### src/rtl/key_fifo_if.sv
// key_fifo_if: producer/consumer PicoBlaze port bundle for the key byte FIFO.
// master = processor side (drives port_id/strobes), slave = FIFO side.
interface key_fifo_if #(
   parameter int DEPTH = 16
);
   localparam int AW = (DEPTH > 1) ? $clog2(DEPTH) : 1;

   logic [7:0]  wr_port_id;
   logic [7:0]  wr_out_port;
   logic        wr_strobe;
   logic [7:0]  rd_port_id;
   logic        rd_strobe;
   logic [7:0]  rd_in_port;
   logic        empty;
   logic        full;
   logic [AW:0] level;

   modport master (
      output wr_port_id, wr_out_port, wr_strobe, rd_port_id, rd_strobe,
      input  rd_in_port, empty, full, level
   );

   modport slave (
      input  wr_port_id, wr_out_port, wr_strobe, rd_port_id, rd_strobe,
      output rd_in_port, empty, full, level
   );
endinterface

### src/rtl/key_fifo.sv
// key_fifo: buffered mailbox carrying one-time-pad key bytes between two PicoBlaze cores.
// Define KEY_FIFO_STICKY_FLAGS_EN to add sticky overflow/underflow status bits.
module key_fifo #(
   parameter int         DEPTH       = 16,
   parameter logic [7:0] WR_PORT     = 8'h01,
   parameter logic [7:0] DATA_PORT   = 8'h80,
   parameter logic [7:0] STATUS_PORT = 8'h40
) (
   input  logic      clk,
   input  logic      reset_n,
   key_fifo_if.slave bus
);
   localparam int            AW      = (DEPTH > 1) ? $clog2(DEPTH) : 1;
   localparam int            LW      = AW + 1;
   localparam logic [LW-1:0] DEPTH_L = LW'(DEPTH);

   logic [7:0]    mem_r [DEPTH];
   logic [AW-1:0] wp_r;
   logic [AW-1:0] rp_r;
   logic [LW-1:0] level_r;
   logic          empty_r;
   logic          full_r;
   logic [7:0]    rd_data_r;

   logic          push_req_s;
   logic          pop_req_s;
   logic          push_s;
   logic          pop_s;
   logic [LW-1:0] level_nxt_s;
   logic [7:0]    rd_mux_s;
   logic          ovf_bit_s;
   logic          udf_bit_s;

   // Decode strobes and resolve full/empty boundary cases; a pop frees room for a push when full
   always_comb begin
      push_req_s  = bus.wr_strobe && (bus.wr_port_id == WR_PORT);
      pop_req_s   = bus.rd_strobe && (bus.rd_port_id == DATA_PORT);
      pop_s       = pop_req_s && !empty_r;
      push_s      = push_req_s && (!full_r || pop_s);
      level_nxt_s = level_r;
      if (push_s && !pop_s) begin
         level_nxt_s = level_r + LW'(1);
      end else if (pop_s && !push_s) begin
         level_nxt_s = level_r - LW'(1);
      end else begin
         level_nxt_s = level_r;
      end
   end

   // Read-data mux presented to the consumer in_port, registered below
   always_comb begin
      rd_mux_s = 8'h00;
      if (bus.rd_port_id == DATA_PORT) begin
         rd_mux_s = empty_r ? 8'h00 : mem_r[rp_r];
      end else if (bus.rd_port_id == STATUS_PORT) begin
         rd_mux_s = {4'b0000, udf_bit_s, ovf_bit_s, full_r, empty_r};
      end else begin
         rd_mux_s = 8'h00;
      end
   end

   // Storage array; contents deliberately survive reset
   always_ff @(posedge clk) begin
      if (push_s) begin
         mem_r[wp_r] <= bus.wr_out_port;
      end
   end

   // Pointers, level, flags and registered read data
   always_ff @(posedge clk or negedge reset_n) begin
      if (!reset_n) begin
         wp_r      <= '0;
         rp_r      <= '0;
         level_r   <= '0;
         empty_r   <= 1'b1;
         full_r    <= 1'b0;
         rd_data_r <= 8'h00;
      end else begin
         if (push_s) begin
            wp_r <= wp_r + AW'(1);
         end
         if (pop_s) begin
            rp_r <= rp_r + AW'(1);
         end
         level_r   <= level_nxt_s;
         empty_r   <= (level_nxt_s == '0);
         full_r    <= (level_nxt_s == DEPTH_L);
         rd_data_r <= rd_mux_s;
      end
   end

`ifdef KEY_FIFO_STICKY_FLAGS_EN
   logic ovf_ev_s;
   logic udf_ev_s;
   logic stat_rd_s;
   logic ovf_r;
   logic udf_r;

   assign ovf_ev_s  = push_req_s && full_r && !pop_s;
   assign udf_ev_s  = pop_req_s && empty_r;
   assign stat_rd_s = bus.rd_strobe && (bus.rd_port_id == STATUS_PORT);

   // Sticky event flags; an event in the clearing cycle keeps the flag set
   always_ff @(posedge clk or negedge reset_n) begin
      if (!reset_n) begin
         ovf_r <= 1'b0;
         udf_r <= 1'b0;
      end else begin
         ovf_r <= ovf_ev_s | (ovf_r & ~stat_rd_s);
         udf_r <= udf_ev_s | (udf_r & ~stat_rd_s);
      end
   end

   assign ovf_bit_s = ovf_r;
   assign udf_bit_s = udf_r;
`else
   assign ovf_bit_s = 1'b0;
   assign udf_bit_s = 1'b0;
`endif

   assign bus.rd_in_port = rd_data_r;
   assign bus.empty      = empty_r;
   assign bus.full       = full_r;
   assign bus.level      = level_r;
endmodule

### src/flat_wrapper.sv
// flat-port wrapper written by rule: the top's interface ports become plain ports
module key_fifo_flat 
#(
   parameter int         DEPTH       = 16,
   parameter logic [7:0] WR_PORT     = 8'h01,
   parameter logic [7:0] DATA_PORT   = 8'h80,
   parameter logic [7:0] STATUS_PORT = 8'h40
)
  (clk, reset_n, bus_wr_port_id, bus_wr_out_port, bus_wr_strobe, bus_rd_port_id, bus_rd_strobe, bus_rd_in_port, bus_empty, bus_full, bus_level);
  key_fifo_if #(.DEPTH(DEPTH)) bus_i ();
  input  logic clk;
  input  logic reset_n;
  input wire logic [$bits(bus_i.wr_port_id)-1:0] bus_wr_port_id;
  input wire logic [$bits(bus_i.wr_out_port)-1:0] bus_wr_out_port;
  input wire logic [$bits(bus_i.wr_strobe)-1:0] bus_wr_strobe;
  input wire logic [$bits(bus_i.rd_port_id)-1:0] bus_rd_port_id;
  input wire logic [$bits(bus_i.rd_strobe)-1:0] bus_rd_strobe;
  output wire logic [$bits(bus_i.rd_in_port)-1:0] bus_rd_in_port;
  output wire logic [$bits(bus_i.empty)-1:0] bus_empty;
  output wire logic [$bits(bus_i.full)-1:0] bus_full;
  output wire logic [$bits(bus_i.level)-1:0] bus_level;
  assign bus_i.wr_port_id = bus_wr_port_id;
  assign bus_i.wr_out_port = bus_wr_out_port;
  assign bus_i.wr_strobe = bus_wr_strobe;
  assign bus_i.rd_port_id = bus_rd_port_id;
  assign bus_i.rd_strobe = bus_rd_strobe;
  assign bus_rd_in_port = bus_i.rd_in_port;
  assign bus_empty = bus_i.empty;
  assign bus_full = bus_i.full;
  assign bus_level = bus_i.level;
  key_fifo #(.DEPTH(DEPTH), .WR_PORT(WR_PORT), .DATA_PORT(DATA_PORT), .STATUS_PORT(STATUS_PORT)) u_core (.clk(clk), .reset_n(reset_n), .bus(bus_i));
endmodule
### config.mk
export PLATFORM = sky130hd
export DESIGN_NAME = key_fifo_flat
export DESIGN_NICKNAME = d
export VERILOG_FILES = /design/src/rtl/key_fifo_if.sv /design/src/rtl/key_fifo.sv /design/src/flat_wrapper.sv
export SDC_FILE = /design/constraint.sdc
export NUM_CORES = 1
export LEC_CHECK = 0
export ABC_AREA = 1
export CAP_MARGIN = 20
export CORE_MARGIN = 2
export CORE_UTILIZATION = 41
export DETAILED_ROUTE_END_ITERATION = 12
export PLACE_DENSITY = 0.63
export SYNTH_ARGS = -nofsm -noshare
export SYNTH_HDL_FRONTEND = slang
export SYNTH_SLANG_ARGS = --single-unit
### constraint.sdc
create_clock -name clk -period 2.03 [get_ports clk]
set_clock_uncertainty 0.15 [all_clocks]
set_input_delay 0.203 -clock clk [delete_from_list [all_inputs] [get_ports clk]]
set_output_delay 0.203 -clock clk [all_outputs]
set_load 0.02 [all_outputs]
Word-level counts from Yosys, hierarchy flattened --
Memory sizes are Yosys's and may differ from the RTL's. Index checks and enable logic that the tools add are counted.
Storage, ports and cells: bits in writable memories 128, word-level logic and storage cells 34, memories 1, bits of input ports 28, flip-flop bits (word level) 23
Operators by class: equality and inequality tests 4, mux-type cells 7, reduce and logical (&&, ||, !) cells 12, add/subtract/negate cells 4
Memories:
- u_core.mem_r | words 16, bits a word 8, read ports 1, clocked after Yosys merged registers in 0, write ports 1, line key_fifo.sv:17 | logic [7:0] mem_r [DEPTH];
Operator list (count):
- $mux 8 | 2
- $mux 5 | 2
- $add 4x1->4 const B | 2
- $eq 8x1->1 const B | 1
- $eq 8x7->1 const B | 1
- $eq 8x8->1 const B | 1
- $logic_and 1x1->1 | 6
- $add 5x1->5 const B | 1
- $eq 5x5->1 const B | 1
- $logic_not 5->1 | 1
- $sub 5x1->5 const B | 1
- $logic_not 1->1 | 4
- $mux 1 | 2
- $mux 2 | 1
- $logic_or 1x1->1 | 1

Depth between registers and ports, before layout --
Gate-level depths: netlist of the first run.
depth in word-level cells 10, gate-level depth with buffers 13, gate-level depth less buffers 13

Least setup slack after synthesis of the first run --
OpenSTA, ideal clock, no wires.
path kind register to register, start point register u_core.empty_r (netlist: u_core.bus.empty), end point memory u_core.mem_r[15][0] (enable), setup slack 0.036 ns, library setup time 0.370 ns, path buffers 0, required time 1.510 ns, arrival 1.473 ns, cell stages (with the launch flop) 8, period minus slack after synthesis 1.994 ns, path through dfstp_2 > nor2_2 > nand3_4 > nand2_1 > nand2_1 > inv_2 > nand2_1 > nor2_1
On the way: cells in the longest elaborated chain, start to end 6
Ends and longest elaborated chain:
- start, declared | line key_fifo.sv:21 | logic empty_r;
- start signal, assigned | line key_fifo.sv:86 | empty_r <= (level_nxt_s == '0);
- $logic_not 1->1 | line key_fifo.sv:38 | pop_s = pop_req_s && !empty_r;
- $logic_and 1x1->1 | line key_fifo.sv:38
- $logic_or 1x1->1 | line key_fifo.sv:39 | push_s = push_req_s && (!full_r || pop_s);
- $logic_and 1x1->1 | line key_fifo.sv:39
- $mux 1 | line key_fifo.sv:64 | if (push_s) begin
- $mux 1 (not written as such) | line key_fifo.sv:65 | mem_r[wp_r] <= bus.wr_out_port;
- end, declared | line key_fifo.sv:17
No other way between the ends.

Final worst setup path of the first run --
start point register u_core.empty_r (netlist: u_core.bus.empty), end point output port bus_empty
RTL lines:
- end, declared | line flat_wrapper.sv:19 | output wire logic [$bits(bus_i.empty)-1:0] bus_empty;
No word-level cell between the ends.

==> summary.txt, run 1 <==
Layout
  • Register area: 4420 um2
  • Multi-input gate area: 1720 um2
  • Most frequent cells in the layout: 128 x edfxtp_1, 102 x nor2_1, 69 x o21ai_0, 66 x nand2_1
  • Proportion of layout cells with a drive suffix above 1: 15.6%
  • Fin cells: 835
  • Final cell utilization of the core: 52.2%
  • Fill cells: 1,287
  • Finished layout cell area: 7930 um2
  • Most common cell after layout, fill and taps aside: edfxtp_1
  • Fin nets: 669
  • Syn-to-layout area delta: 23.9%
  • N_diodes: 0

Critical path
  • Worst setup SP type: flop
  • Crit Path Category: flop to output port
  • Crit-path cells: clkdlybuf4s50_1
  • CP Max Fanout: 4
  • CP top delay family: buffers and inverters
  • Max incr delay on CP: 620 ps
  • Kind of end point of the critical path: output port
  • Crit path required time: 1680 ps
  • Slowest-stage cell, CP: clkdlybuf4s50_1
  • CP Data Arrival Time: 1620 ps
  • CP bufs+invs: 1

Clock network
  • H-tree depth: 4
  • Worst skew pair latency: 420 ps
  • TritonCTS clock tree: yes
  • Post-cts hold buffer count: 0
  • Root buffer cell: clkbuf_16
  • Num CTS Buffers: 17
  • Clock sinks: 151
  • Clock buffer depth: 2
  • Post-CTS Resized: 0
  • Post-CTS Repair Setup Buffers: 0
  • Clock transition at the registers of the reported paths: 60 ps

Power and ir drop
  • Power density of the placed cells: 856 nW/um2
  • Maximum VDD drop: 0.000654 V
  • Lkg Pwr: 2.90 nW
  • Power, Total: 6.79 mW

Placement
  • Buffers on Ports: 42
  • Dpl hpwl: 9.62 mm
  • Placed instance area: 7310 um2
  • Setup WS pre-CTS: -235 ps
  • GP Congestion: 0.848
  • Placed insts: 803

STA
  • Max-slew violations: 0
  • Final Hold Viols: 0
  • Setup TNS: 0 ps
  • RSZ-0062 raised after global routing: false
  • Worst-Margin Slew: 716 ps
  • Highest clock rate: 508 MHz
  • Final period util: 97.0%
  • Slew margin rel.: 52.1%
  • Final worst setup slack: 60.9 ps
  • Hold slack: 21.1 ps
  • Crit path time final: 1970 ps
  • Setup Viol. Count Final: 0

Job
  • Max_cap viols: 0

Synthesis
  • Syn nets: 586
  • Synth Area per Inst: 11.6 um2
  • Warnings from Yosys: 0
  • Cells after synthesis: 551
  • Synthesized cell area: 6400 um2
  • Register area share after synthesis: 69.1%
  • Yosys reg bits: 151
  • Synth cell types: 28

Detailed routing
  • Initial drt markers: 295
  • Post-route ant nets: 0
  • Wirelength, routed: 14.6 mm
  • Via count: 4,349
  • First-pass DRT Iterations: 4
  • Avg Vias per Cell: 5.21
  • DRC errors left: 0
  • DR WL/cell: 17.5 um

GRT
  • First-pass GRT wire length: 22.7 mm
  • Total GRT Usage: 18.3%
  • Vias in the first global route: 4,345
  • Global route overflow: 0
  • Largest net degree at the start of global routing: 67
  • Initial antenna violation count: 0

Worst hold path
  • Worst min-delay path class: primary input to asynchronous set/reset pin

Status
  • Status: finished clean

Die
  • Core region area: 15,200 um2
  • Die Area: 16,600 um2
  • Initial Utilization: 42.1%
  • Cell row count: 45
  • Io pins: 43
  • Die height: 129 um
  • Die W: 129 um
-- registers in the layout, summed over array words and instances (netlist names) --
register               flops
u_core.mem_r             128
u_core.bus.rd_in_port      8
u_core.bus.level           5
u_core.rp_r                4
u_core.wp_r                4
u_core.bus.empty           1
u_core.bus.full            1
-- power by group --
group	internal (mW)	leakage (nW)	total, mW	switching [mW]
clock	1.97	0.301	3.15	1.18
combinational	0.0997	1.17	0.238	0.138
sequential	3.38	1.43	3.40	0.0178
-- worst register-to-register path, delay by kind of cell (launching register included) --
family / cells / cell delay [ps]
DFF: 1 / 400
buffers and inverters: 2 / 330
and+or+nand+nor: 6 / 760
-- area by class of cell --
cell class,instances,area share [%]
clock inverter,9,1.06
tap,188,2.96
inverter,34,1.64
clock buffer,23,6.70
sequential,151,55.7
timing repair buffer,88,10.2
multi-input combinational,342,21.7
-- synthesized netlist by cell type --
master / n / share of area [%]
buf_2: 9 / 0.70
nor2_1: 102 / 6.0
o21ai_0: 69 / 5.4
nor3_1: 1 / 0.078
buf_4: 6 / 0.70
inv_1: 28 / 1.6
dfrtp_1: 22 / 8.6
nand4_1: 5 / 0.49
nand3_1: 20 / 1.6
dfstp_2: 1 / 0.41
inv_2: 5 / 0.29
nor2_4: 4 / 0.70
ha_1: 7 / 1.4
clkbuf_1: 8 / 0.47
nand2_1: 67 / 3.9
clkinv_1: 1 / 0.059
xor2_1: 10 / 1.4
edfxtp_1: 128 / 60
o21ai_1: 7 / 0.55
o22ai_1: 24 / 2.3
a31oi_1: 6 / 0.59
nor2_2: 4 / 0.39
buf_6: 1 / 0.18
o221ai_1: 1 / 0.14
nand3_4: 1 / 0.27
o211ai_1: 7 / 0.82
nand2_2: 3 / 0.29
nand3_2: 4 / 0.63
-- kinds of logic after synthesis --
kind of cell / synth area share, %
buf+inv: 4.05
flops: 69.1
simple gates: 14.3
compound gates: 9.83
xor+xnor: 1.37
fa+ha+maj: 1.37
-- worst paths after layout --
path                                     start                       end  slack, ps  depth (start not counted)
min reg2reg                u_core.bus.level[3]       u_core.bus.level[3]        450                          2
max in group asynchronous              reset_n          u_core.bus.empty       1420                          2
max                           u_core.bus.empty                 bus_empty         60                          1
min in group clk             bus_rd_port_id[5]  u_core.bus.rd_in_port[1]        400                          4
max reg2reg                   u_core.bus.empty        u_core.mem_r[1][6]        110                          8
min                                    reset_n  u_core.bus.rd_in_port[3]         20                          2
-- layer usage --
| layer | vias up | wire length [um] | global-route usage [%] |
|---|---|---|---|
| met5 | - | 0 | 0 |
| met4 | 0 | 356 | 8.31 |
| met3 | 20 | 893 | 3.16 |
| met2 | 158 | 7040 | 31.2 |
| met1 | 2066 | 6350 | 23.1 |
| li1 | 2105 | - | - |
No activity file was read; power rests on OpenSTA's default activity.
==> inputs of run 2 (changes only) <==
Settings changed: SLEW_MARGIN set to 20.
==> results of run 2 <==
Final layout, timing and power as in run 1 (identical DEF).
